## config.mk

```make
export PLATFORM = sky130hd
export DESIGN_NAME = spi_cmd_ctrl_flat
export DESIGN_NICKNAME = d
export VERILOG_FILES = /design/src/rtl/spi_cmd_if.sv /design/src/rtl/spi_cmd_ctrl.sv /design/src/flat_wrapper.sv
export SDC_FILE = /design/constraint.sdc
export NUM_CORES = 1
export LEC_CHECK = 0
export ABC_AREA = 1
export ABC_CLOCK_PERIOD_IN_PS = 1700
export BUFFER_PORTS_ARGS = -buffer_cell sky130_fd_sc_hd__buf_4
export CAP_MARGIN = 20
export CORE_MARGIN = 5
export CORE_UTILIZATION = 35
export DETAILED_ROUTE_END_ITERATION = 16
export RECOVER_POWER = 50
export SLEW_MARGIN = 20
export SYNTH_ARGS = -nofsm -noshare
export SYNTH_HDL_FRONTEND = slang
export SYNTH_SLANG_ARGS = --single-unit
```

## constraint.sdc

```tcl
create_clock -name clk_i -period 1.7 [get_ports clk_i]
set_input_delay 0 -clock clk_i [delete_from_list [all_inputs] [get_ports clk_i]]
set_output_delay 0 -clock clk_i [all_outputs]
set_load 0.05 [all_outputs]
```

## src/rtl/spi_cmd_if.sv

```systemverilog
// Bus bundle between the SPI command engine and its byte receiver,
// latch memory and port bank.
interface spi_cmd_if #(
    parameter int ADDR_WIDTH = 6,
    parameter int NUM_PORTS  = 4
);
    logic                   mode_i;
    logic                   cs_active_i;
    logic [7:0]             rx_data_i;
    logic                   rx_stb_i;
    logic [7:0]             tx_data_o;
    logic [ADDR_WIDTH-1:0]  mem_addr_o;
    logic [7:0]             mem_wdata_o;
    logic                   mem_we_o;
    logic [7:0]             mem_rdata_i;
    logic [8*NUM_PORTS-1:0] port_o;
    logic [8*NUM_PORTS-1:0] port_i;
    logic                   cmd_err_o;

    modport slave (
        input  mode_i, cs_active_i, rx_data_i, rx_stb_i,
        input  mem_rdata_i, port_i,
        output tx_data_o, mem_addr_o, mem_wdata_o, mem_we_o,
        output port_o, cmd_err_o
    );

    modport master (
        output mode_i, cs_active_i, rx_data_i, rx_stb_i,
        output mem_rdata_i, port_i,
        input  tx_data_o, mem_addr_o, mem_wdata_o, mem_we_o,
        input  port_o, cmd_err_o
    );
endinterface

```

## src/rtl/spi_cmd_ctrl.sv

```systemverilog
// Byte-level SPI command engine: memory write/read bursts with
// auto-increment and indexed port register access.
module spi_cmd_ctrl #(
    parameter int ADDR_WIDTH = 6,
    parameter int NUM_PORTS  = 4
) (
    input logic      clk_i,
    input logic      rst_i,
    spi_cmd_if.slave bus
);
    localparam logic [7:0] ID_BYTE = {4'h2, 4'(ADDR_WIDTH)};

    typedef enum logic [3:0] {
        IDLE, WR_ADDR, WR_DATA, RD_ADDR, RD_DATA,
        PW_IDX, PW_DATA, PR_IDX, SINK
    } state_e;

    state_e                          state_q, state_d;
    logic [ADDR_WIDTH-1:0]           addr_q, addr_d;
    logic [7:0]                      idx_q, idx_d;
    logic [7:0]                      tx_q, tx_d;
    logic [7:0]                      wdata_q, wdata_d;
    logic                            we_q, we_d;
    logic                            ld_q, ld_d;
    logic                            err_q, err_d;
    logic [NUM_PORTS-1:0][7:0]       port_q, port_d;
    logic [7:0]                      port_rd;
    logic                            stb;

    assign stb = bus.rx_stb_i & bus.cs_active_i & ~bus.mode_i;

    always_comb begin
        port_rd = '0;
        for (int k = 0; k < NUM_PORTS; k++) begin
            if (bus.rx_data_i == 8'(k)) port_rd = bus.port_i[8*k +: 8];
        end
    end

    always_comb begin
        state_d = state_q;
        addr_d  = addr_q;
        idx_d   = idx_q;
        tx_d    = tx_q;
        wdata_d = wdata_q;
        we_d    = 1'b0;
        ld_d    = 1'b0;
        err_d   = err_q;
        port_d  = port_q;

        // Post-write increment and delayed read load run one cycle behind the strobe
        if (we_q) addr_d = addr_q + ADDR_WIDTH'(1);
        if (ld_q) tx_d = bus.mem_rdata_i;

        if (bus.mode_i || !bus.cs_active_i) begin
            state_d = IDLE;
            tx_d    = ID_BYTE;
        end else if (stb) begin
            unique case (state_q)
                IDLE: begin
                    case (bus.rx_data_i)
                        8'h00: state_d = IDLE;
                        8'h01: state_d = WR_ADDR;
                        8'h02: state_d = RD_ADDR;
                        8'h03: state_d = PW_IDX;
                        8'h04: state_d = PR_IDX;
                        default: begin
                            err_d   = 1'b1;
                            state_d = SINK;
                        end
                    endcase
                end
                WR_ADDR: begin
                    addr_d  = bus.rx_data_i[ADDR_WIDTH-1:0];
                    state_d = WR_DATA;
                end
                WR_DATA: begin
                    wdata_d = bus.rx_data_i;
                    we_d    = 1'b1;
                end
                RD_ADDR: begin
                    addr_d  = bus.rx_data_i[ADDR_WIDTH-1:0];
                    ld_d    = 1'b1;
                    state_d = RD_DATA;
                end
                RD_DATA: begin
                    addr_d = addr_q + ADDR_WIDTH'(1);
                    ld_d   = 1'b1;
                end
                PW_IDX: begin
                    idx_d   = bus.rx_data_i;
                    state_d = PW_DATA;
                end
                PW_DATA: begin
                    for (int k = 0; k < NUM_PORTS; k++) begin
                        if (idx_q == 8'(k)) port_d[k] = bus.rx_data_i;
                    end
                    state_d = SINK;
                end
                PR_IDX: begin
                    tx_d    = port_rd;
                    state_d = SINK;
                end
                SINK: state_d = SINK;
                default: state_d = IDLE;
            endcase
        end
    end

    always_ff @(posedge clk_i or posedge rst_i) begin
        if (rst_i) begin
            state_q <= IDLE;
            addr_q  <= '0;
            idx_q   <= '0;
            tx_q    <= ID_BYTE;
            wdata_q <= '0;
            we_q    <= 1'b0;
            ld_q    <= 1'b0;
            err_q   <= 1'b0;
            port_q  <= '0;
        end else begin
            state_q <= state_d;
            addr_q  <= addr_d;
            idx_q   <= idx_d;
            tx_q    <= tx_d;
            wdata_q <= wdata_d;
            we_q    <= we_d;
            ld_q    <= ld_d;
            err_q   <= err_d;
            port_q  <= port_d;
        end
    end

    assign bus.tx_data_o   = tx_q;
    assign bus.mem_addr_o  = addr_q;
    assign bus.mem_wdata_o = wdata_q;
    assign bus.mem_we_o    = we_q & ~bus.mode_i;
    assign bus.port_o      = port_q;
    assign bus.cmd_err_o   = err_q;
endmodule

```

## src/flat_wrapper.sv

```systemverilog
// flat-port wrapper written by rule: the top's interface ports become plain ports
module spi_cmd_ctrl_flat 
#(
    parameter int ADDR_WIDTH = 6,
    parameter int NUM_PORTS  = 4
)
  (clk_i, rst_i, bus_mode_i, bus_cs_active_i, bus_rx_data_i, bus_rx_stb_i, bus_mem_rdata_i, bus_port_i, bus_tx_data_o, bus_mem_addr_o, bus_mem_wdata_o, bus_mem_we_o, bus_port_o, bus_cmd_err_o);
  spi_cmd_if #(.ADDR_WIDTH(ADDR_WIDTH), .NUM_PORTS(NUM_PORTS)) bus_i ();
  input logic clk_i;
  input logic rst_i;
  input wire logic [$bits(bus_i.mode_i)-1:0] bus_mode_i;
  input wire logic [$bits(bus_i.cs_active_i)-1:0] bus_cs_active_i;
  input wire logic [$bits(bus_i.rx_data_i)-1:0] bus_rx_data_i;
  input wire logic [$bits(bus_i.rx_stb_i)-1:0] bus_rx_stb_i;
  input wire logic [$bits(bus_i.mem_rdata_i)-1:0] bus_mem_rdata_i;
  input wire logic [$bits(bus_i.port_i)-1:0] bus_port_i;
  output wire logic [$bits(bus_i.tx_data_o)-1:0] bus_tx_data_o;
  output wire logic [$bits(bus_i.mem_addr_o)-1:0] bus_mem_addr_o;
  output wire logic [$bits(bus_i.mem_wdata_o)-1:0] bus_mem_wdata_o;
  output wire logic [$bits(bus_i.mem_we_o)-1:0] bus_mem_we_o;
  output wire logic [$bits(bus_i.port_o)-1:0] bus_port_o;
  output wire logic [$bits(bus_i.cmd_err_o)-1:0] bus_cmd_err_o;
  assign bus_i.mode_i = bus_mode_i;
  assign bus_i.cs_active_i = bus_cs_active_i;
  assign bus_i.rx_data_i = bus_rx_data_i;
  assign bus_i.rx_stb_i = bus_rx_stb_i;
  assign bus_i.mem_rdata_i = bus_mem_rdata_i;
  assign bus_i.port_i = bus_port_i;
  assign bus_tx_data_o = bus_i.tx_data_o;
  assign bus_mem_addr_o = bus_i.mem_addr_o;
  assign bus_mem_wdata_o = bus_i.mem_wdata_o;
  assign bus_mem_we_o = bus_i.mem_we_o;
  assign bus_port_o = bus_i.port_o;
  assign bus_cmd_err_o = bus_i.cmd_err_o;
  spi_cmd_ctrl #(.ADDR_WIDTH(ADDR_WIDTH), .NUM_PORTS(NUM_PORTS)) u_core (.clk_i(clk_i), .rst_i(rst_i), .bus(bus_i));
endmodule
```

==> impl_metrics.ini, run 1 <==
[routing]
top_layer = met4
drtPass1Iterations = 4
dr_wl_met2_mm = 4.73
ant_nets = 0
vias_per_cell = 4.72
drc = 0
dr_wl_met3_um = 463
post_drt_wl_per_cell_um = 14.4
wl_met1_mm = 4.48
wl_mm = 9.84
drt_iter0_markers = 180
vias = 3227

[global_route]
grt_max_degree = 32
grt_pass1_wl_mm = 15.4
grt_pass1_vias = 3052
grt_usage_pct = 16.7
grt-ovfl-total = 0
antenna_found_initial = 0

[place]
post-dp-hpwl_mm = 7.46
port_buffers = 108
pre_cts_slack_ns = 0.0753
gp_congestion = 0.855

[synth]
synthTopCellsByArea = dfrtp_1 (48%), nand2_1 (13%), o21ai_1 (5.5%)
yosysTopAreaCell = dfrtp_1
synth-xor-area-share_pct = 1.01
yosys_warnings = 0
synth_top_family_by_area = simple AND/OR/NAND/NOR gates
synth.distinct_cells = 34
synth-compound-area-share_pct = 14.5
synthAdderAreaFrac_pct = 0.361
yosys.area_share.simple_pct = 26.6
yosysSeqAreaShare_pct = 49.9
syn_nets = 474
synth_top_area_share_pct = 47.6
synth_mux_area_share_pct = 1.55
syn_inst = 420
syn_area_per_cell_um2 = 8.26
netlist_area_um2 = 3470
ys_seq_elements = 69

[final_layout]
final_util_pct = 46.7
n_antenna_cell = 0
syn2layout_area_growth_pct = 30.8
seq_area_um2 = 1730
nFillCells = 1000
drive_above_1_share_pct = 22.7
finalNetCount = 601
multiInputGateArea_um2 = 1530

[power]
switchingPower_mw = 0.840
powerDensity_nw_per_um2 = 714
ir_drop_mv = 0.330
comb_power_share_pct = 11.1
clockPowerShare_pct = 37.5
power_frac_seq_pct = 51.4
switching_share_pct = 25.9
p_int_mw = 2.40
power.leakage_nw = 2.17

[worst_setup_path]
required_ns = 1.93
worst-path-max-fanout = 16
crit_path_start_kind = flip-flop
crit_arrival_ns = 1.88
end_kind = flip-flop
critPathKind = reg2reg
r2r_cells = 6

[hold_path]
holdPathStages = 4
min_path_type = in2reg

[floorplanning]
initial_utilization_pct = 35.7
dieArea_um2 = 12000
die_w_um = 110
ios = 109
rows = 36
die_y_um = 110
core_um2 = 9730

[timing]
post-route-period-util_pct = 96.7
min_period_ns = 1.64
slew_headroom_pct = 13.7
fmax_mhz = 608
setup_viol = 0
fin_ws_ns = 0.0555
tns_ns = 0
timing.hold.ws_ns = 0.0153
drv_slew = 0
worstMarginPinSlew_ns = 1.29
finClkSkew_ns = 0.0122
finalHoldViolations = 0
rsz0062_at_grt = true

[clocking]
cts_max_level = 3
clk_pin_slew_worst_paths_ns = 0.08
ctsRootBufferMaster = clkbuf_8
cts_buffers = 9
clk_path_buf_depth = 2
cts_tree = built
clk_latency_ns = 0.35
cts_sinks = 69

[status]
status = complete, no violations

[run]
cap_violations = 0
## critical path, cell delays in order, from the launching register on
cell	delay, ns
dfrtp_1	0.40
inv_1	0.13
nand2_4	0.12
nor3_4	0.32
nand3_2	0.32
nand2_1	0.17
o21ai_2	0.06
## stage by stage
| step | total power, mW | std cells | area, um^2 |
|---|---|---|---|
| 3_5_place_dp | 2.05 | 664 | 4480 |
| 5_1_grt | 3.37 | 684 | 4540 |
| 2_1_floorplan | 1.87 | 420 | 3470 |
| 3_3_place_gp | 2.05 | 664 | 4480 |
| 6_report | 3.24 | 684 | 4540 |
| 4_1_cts | 3.29 | 684 | 4710 |
## final cells by class
cell class                 count  share of cell area [%]
timing repair buffer         127                    17.8
tap                          133                    3.67
multi-input combinational    306                    33.7
clock inverter                 3                   0.469
clock buffer                  12                    3.42
sequential                    69                    38.1
inverter                      34                    2.84
## cell usage after synthesis (all sizes together)
cell type and number:
nor2 41, xor2 3, inv 34, mux2i 2
and3 1, dfrtp 66, a22oi 2, a21oi 11
o22ai 7, o21bai 1, ha 1, clkbuf 1
nand3 35, nand2 123, o211ai 4, xnor2 1
nand4 1, o21ai 65, buf 10, nor3 5
dfstp 3, mux2 3
## state kept, by name, indices dropped and copies added (netlist names)
name,flops
u_core.bus.port_o,32
u_core.bus.mem_wdata_o,8
u_core.bus.tx_data_o,8
u_core.idx_q,8
u_core.bus.mem_addr_o,6
u_core.state_q,4
u_core.bus.cmd_err_o,1
u_core.ld_q,1
u_core.we_q,1
## power groups by stage
stage / Sequential (mW) / Combinational [mW] / Clock [mW]
finish: 1.67 / 0.360 / 1.22
floorplan: 1.73 / 0.133 / 0
detailed placement: 1.70 / 0.356 / 0
global route: 1.67 / 0.396 / 1.31
global placement: 1.70 / 0.355 / 0
CTS: 1.67 / 0.367 / 1.25
## path summary, 6_finish.rpt
path                                            from  slack (ns)                      end
worst max-delay path               u_core.state_q[3]        0.06    u_core.bus.port_o[27]
worst min-delay path              bus_mem_rdata_i[5]        0.02  u_core.bus.tx_data_o[5]
worst max register to register     u_core.state_q[3]        0.06    u_core.bus.port_o[27]
worst min register to register  u_core.bus.cmd_err_o        0.49     u_core.bus.cmd_err_o
max in group asynchronous                      rst_i        0.45  u_core.bus.tx_data_o[7]
min in group asynchronous                      rst_i        0.48          u_core.idx_q[6]
## cells in the final DEF, fill, tap and decap left out, types with 2 or more instances in the layout
master | synthesis | final
o22ai_1 | 7 | 7
a22oi_1 | 2 | 2
nor2_1 | 36 | 36
o21ai_2 | 6 | 6
inv_1 | 30 | 29
mux2_2 | 3 | 3
buf_4 | 0 | 74
nor2_4 | 3 | 3
dfstp_2 | 3 | 3
nand3_2 | 4 | 4
nand2_1 | 120 | 120
inv_2 | 4 | 4
mux2i_1 | 2 | 2
nor3_4 | 2 | 2
xor2_1 | 3 | 3
clkbuf_8 | 0 | 11
dfrtp_1 | 66 | 66
nor2_2 | 2 | 2
o211ai_1 | 4 | 4
nand2_2 | 2 | 2
clkbuf_1 | 1 | 47
o21ai_1 | 38 | 38
nand3_1 | 31 | 31
nor3_2 | 1 | 2
o21ai_0 | 21 | 21
a21oi_1 | 10 | 10
dlygate4sd3_1 | 0 | 5
## per-layer routing
layer | up-vias | global-route usage (%)
met5 | - | 0
met4 | 0 | 6.41
met3 | 10 | 2.99
met2 | 83 | 26.2
met1 | 1486 | 23.0
li1 | 1648 | -
## kinds of logic (layout without fill, tap and decap cells)
family	count (synthesis)	in the layout
AO/OA/AOI/OAI	90	90
XOR/XNOR	4	4
adder cells (fa/ha/maj)	1	1
buffers and inverters	45	176
flip-flops	69	69
multiplexers	5	5
AND/OR/NAND/NOR	206	206
## what timing repair did
action | in CTS | in global routing
setup endpoints to repair | 0 | 24
endpoints found under the hold margin | 26 | 0
setup buffers | 0 | 0
hold buffers | 5 | 0
gates resized for setup | 0 | 1
Note: power is estimated with default switching activity, not from simulation.
==> run 2, diff against run 1 <==
--- a/config.mk
+++ b/config.mk
@@ -11,6 +11,7 @@
 export CAP_MARGIN = 20
 export CORE_MARGIN = 5
 export CORE_UTILIZATION = 35
+export CTS_BUF_LIST = sky130_fd_sc_hd__clkbuf_8
 export DETAILED_ROUTE_END_ITERATION = 16
 export RECOVER_POWER = 50
 export SLEW_MARGIN = 20
==> impl_metrics.ini, run 2 (synthesized netlist as in run 1, its figures left out) <==
[power]
power_frac_seq_pct = 51.5
switching_share_pct = 26.0
clockPowerShare_pct = 37.4
power.leakage_nw = 2.17
powerDensity_nw_per_um2 = 713
p_total_mw = 3.24
p_int_mw = 2.40
switchingPower_mw = 0.841
comb_power_share_pct = 11.1
ir_drop_mv = 0.330

[final_layout]
layout_common_cells = nand2_1 (120), buf_4 (74), dfrtp_1 (66)
drive_above_1_share_pct = 22.7
syn2layout_area_growth_pct = 30.8
final_util_pct = 46.7
seq_area_um2 = 1730
finalNetCount = 601
nFillCells = 1000
n_antenna_cell = 0
final_common_cell = nand2_1
largest_reg_flops = 32
layout.cells.non_filler = 684
multiInputGateArea_um2 = 1530

[floorplanning]
dieArea_um2 = 12000
ios = 109
die_w_um = 110
die_y_um = 110
initial_utilization_pct = 35.7
core_um2 = 9730
rows = 36

[hold_path]
holdPathStages = 4
min_path_type = in2reg
holdPathEnd = u_core.bus.tx_data_o[5]
hp-start = bus_mem_rdata_i[5]

[place]
pre_cts_slack_ns = 0.0753
port_buffers = 108
gp_congestion = 0.855
placedCellCount = 664
post-dp-hpwl_mm = 7.46

[routing]
post_drt_wl_per_cell_um = 14.4
drtPass1Iterations = 4
ant_nets = 0
drt_iter0_markers = 179
wl_mm = 9.84
vias_per_cell = 4.72
drc = 0
vias = 3229

[global_route]
grt_pass1_wl_mm = 15.4
grt-ovfl-total = 0
grt_usage_pct = 16.7
grt_pass1_vias = 3052
grt_max_degree = 32
antenna_found_initial = 0

[status]
status = complete, no violations

[worst_setup_path]
reg2reg_to = u_core.bus.port_o[27]
crit_arrival_ns = 1.88
r2r_slack_ns = 0.06
r2r_start = u_core.state_q[3]
worst-path-max-fanout = 16
crit_path_start_kind = flip-flop
required_ns = 1.93
end_kind = flip-flop
critPathKind = reg2reg
r2r_cells = 6

[clocking]
cts_sinks = 69
clk_path_buf_depth = 2
cts_max_level = 3
ctsRootBufferMaster = clkbuf_8
cts_buffers = 9
clk_pin_slew_worst_paths_ns = 0.08
cts_tree = built
clk_latency_ns = 0.35
post_cts_buffers = 0

[timing]
setup_viol = 0
slew_headroom_pct = 13.7
timing.hold.ws_ns = 0.0152
worstMarginPinSlew_ns = 1.29
drv_slew = 0
fin_ws_ns = 0.0551
rsz0062_at_grt = true
finalHoldViolations = 0
fmax_mhz = 608
min_period_ns = 1.64
finClkSkew_ns = 0.0122
post-route-period-util_pct = 96.8

[run]
cap_violations = 0
==> run 2: how the worst max path moves through the flow <==
stage                                        start                       end
final                            u_core.state_q[3]     u_core.bus.port_o[27]
after global routing             u_core.state_q[3]     u_core.bus.port_o[19]
after CTS                        u_core.state_q[3]     u_core.bus.port_o[27]
after detailed placement         u_core.state_q[3]     u_core.bus.port_o[27]
after global placement           u_core.state_q[3]      u_core.bus.port_o[1]
after floorplan           u_core.bus.mem_addr_o[0]  u_core.bus.mem_addr_o[4]
==> run 2: worst max-delay path, stage by stage (launching register included) <==
cell and delay (ns):
dfrtp_1 0.40, inv_1 0.13, nand2_4 0.12, nor3_4 0.32, nand3_2 0.32, nand2_1 0.17, o21ai_2 0.06
==> run 2: area by class of cell <==
class | instances | share of cell area, %
multi-input cells | 306 | 33.7
flip-flops and latches | 69 | 38.1
inverters | 34 | 2.84
clock buffers | 11 | 3.34
repair buffers | 127 | 17.8
well taps | 133 | 3.67
clock inverters | 4 | 0.551
==> run 2: timing repair <==
action                                  in CTS  in global routing
endpoints found under the hold margin       26                  0
hold buffers                                 5                  0
gates resized for setup                      0                  1
endpoints found under the setup margin       0                 24
==> run 2: metrics by stage <==
step / setup TNS [ns] / area (um^2)
floorplan: 0 / 3470
global placement: 0 / 4480
detailed placement: 0 / 4480
CTS: 0 / 4710
global route: -0.658 / 4540
finish: 0 / 4540
==> run 2: per-layer routing <==
layer,up-vias,wire length [um],global-route usage [%]
li1,1648,-,-
met1,1490,4490,23.0
met2,81,4740,26.2
met3,10,450,2.99
met4,0,159,6.41
met5,-,0,0
==> run 2: power groups by stage <==
stage	clock (mW)	sequential, mW	combinational, mW
floorplan	0	1.73	0.133
global placement	0	1.70	0.355
detailed placement	0	1.70	0.356
CTS	1.25	1.67	0.367
global route	1.30	1.67	0.396
finish	1.21	1.67	0.360
==> run 3, diff against run 2 <==
--- a/config.mk
+++ b/config.mk
@@ -10,9 +10,10 @@
 export BUFFER_PORTS_ARGS = -buffer_cell sky130_fd_sc_hd__buf_4
 export CAP_MARGIN = 20
 export CORE_MARGIN = 5
-export CORE_UTILIZATION = 35
+export CORE_UTILIZATION = 48
 export CTS_BUF_LIST = sky130_fd_sc_hd__clkbuf_8
 export DETAILED_ROUTE_END_ITERATION = 16
+export PLACE_DENSITY = 0.79
 export RECOVER_POWER = 50
 export SLEW_MARGIN = 20
 export SYNTH_ARGS = -nofsm -noshare
==> impl_metrics.ini, run 3 (synthesized netlist as in run 1, its figures left out) <==
[worst_setup_path]
crit_arrival_ns = 1.86
worst-path-max-fanout = 16
reg2reg_to = u_core.bus.port_o[13]
r2r_cells = 6
required_ns = 1.91
r2r_slack_ns = 0.05
critPathKind = reg2reg
end_kind = flip-flop
crit_path_start_kind = flip-flop
r2r_start = u_core.state_q[3]

[place]
post-dp-hpwl_mm = 7.03
gp_congestion = 0.890
port_buffers = 108

[floorplanning]
die_y_um = 95.0
ios = 109
rows = 31
dieArea_um2 = 9030
core_um2 = 7140
die_w_um = 95.0
initial_utilization_pct = 48.6

[global_route]
grt_max_degree = 33
antenna_found_initial = 0
grt_usage_pct = 22.9
grt-ovfl-total = 0
grt_pass1_vias = 3250
grt_pass1_wl_mm = 15.9

[routing]
drt_iter0_markers = 206
post_drt_wl_per_cell_um = 15.1
drtPass1Iterations = 5
vias_per_cell = 5.21
wl_mm = 9.75
ant_nets = 0
vias = 3366
drc = 0

[power]
ir_drop_mv = 0.657
p_total_mw = 3.36
powerDensity_nw_per_um2 = 735
power.leakage_nw = 2.26

[final_layout]
n_antenna_cell = 0
drive_above_1_share_pct = 26.9
syn2layout_area_growth_pct = 31.7
finalNetCount = 596
largest_reg_flops = 32
final_common_cell = nand2_1
final_util_pct = 64.0
layout_common_cells = nand2_1 (119), buf_4 (91), dfrtp_1 (65)

[timing]
post-route-period-util_pct = 97.2
setup_viol = 0
slew_headroom_pct = 32.8
finClkSkew_ns = 0.00902
drv_slew = 0
worstMarginPinSlew_ns = 1.00
finalHoldViolations = 0
rsz0062_at_grt = true
fmax_mhz = 605
min_period_ns = 1.65

[clocking]
clk_path_buf_depth = 2
ctsRootBufferMaster = clkbuf_8
cts_buffers = 9
post_cts_buffers = 0
cts_sinks = 69
clk_latency_ns = 0.34
cts_tree = built
cts_max_level = 3
clk_pin_slew_worst_paths_ns = 0.08

[hold_path]
min_path_type = in2reg
holdPathStages = 3
holdPathEnd = u_core.ld_q
hp-start = bus_rx_stb_i

[status]
status = complete, no violations

[run]
cap_violations = 0
-- run 3: what timing repair did --
action                                  CTS  global route
hold endpoints to repair                 25             0
hold buffers                              7             0
gates resized for setup                   0             3
endpoints found under the setup margin    0            44
-- run 3: worst max-delay path by stage --
stage,cells after the start,end,slack (ns),startpoint
floorplan,5,u_core.bus.mem_addr_o[4],0.15,u_core.bus.mem_addr_o[0]
global placement,6,u_core.bus.port_o[31],0.12,u_core.state_q[3]
detailed placement,6,u_core.bus.port_o[27],0.05,u_core.state_q[3]
CTS,6,u_core.bus.port_o[13],0.05,u_core.state_q[3]
global route,6,u_core.bus.port_o[25],-0.08,u_core.state_q[0]
finish,6,u_core.bus.port_o[13],0.05,u_core.state_q[3]
-- run 3: metal layers --
metal  track usage (%)  wire, um  share of wire [%]
met1              30.0      4100                 42
met5                 0         0                  0
met4              8.77       195                2.0
met3              4.50       531                5.4
met2              37.6      4930                 51
-- run 3: area by class of cell --
cell class                 instances  area (um^2)
multi-input combinational        306         1530
sequential                        69         1730
tap                               99          124
inverter                          34          129
fill                             644         2570
timing repair buffer             122          852
clock inverter                     6         62.6
clock buffer                      10          138
-- run 3: stage by stage --
step           worst slack [ns]  std cells  cell area (um^2)  hold WS, ns  TNS (ns)
5_1_grt                 -0.0804        646              4570       0.0185     -1.63
2_1_floorplan             0.151        420              3470        0.162         0
6_report                 0.0483        646              4570       0.0107         0
3_5_place_dp             0.0537        623              4390       0.0837         0
4_1_cts                  0.0498        646              4660      0.00187         0
3_3_place_gp              0.121        623              4390       0.0824         0
-- run 3: power breakdown --
group          leakage, nW  switching (mW)  total [mW]  internal [mW]
sequential           0.924          0.0143        1.67           1.65
combinational         1.23           0.211       0.355          0.144
clock                0.106           0.621        1.34          0.715
-- run 3: worst max-delay path, stage by stage, from the launching register on --
cell     delay [ns]
dfrtp_1        0.39
inv_1          0.14
nand2_4        0.12
nor3_4         0.31
nand3_2        0.33
nand2_1        0.16
o21ai_1        0.08
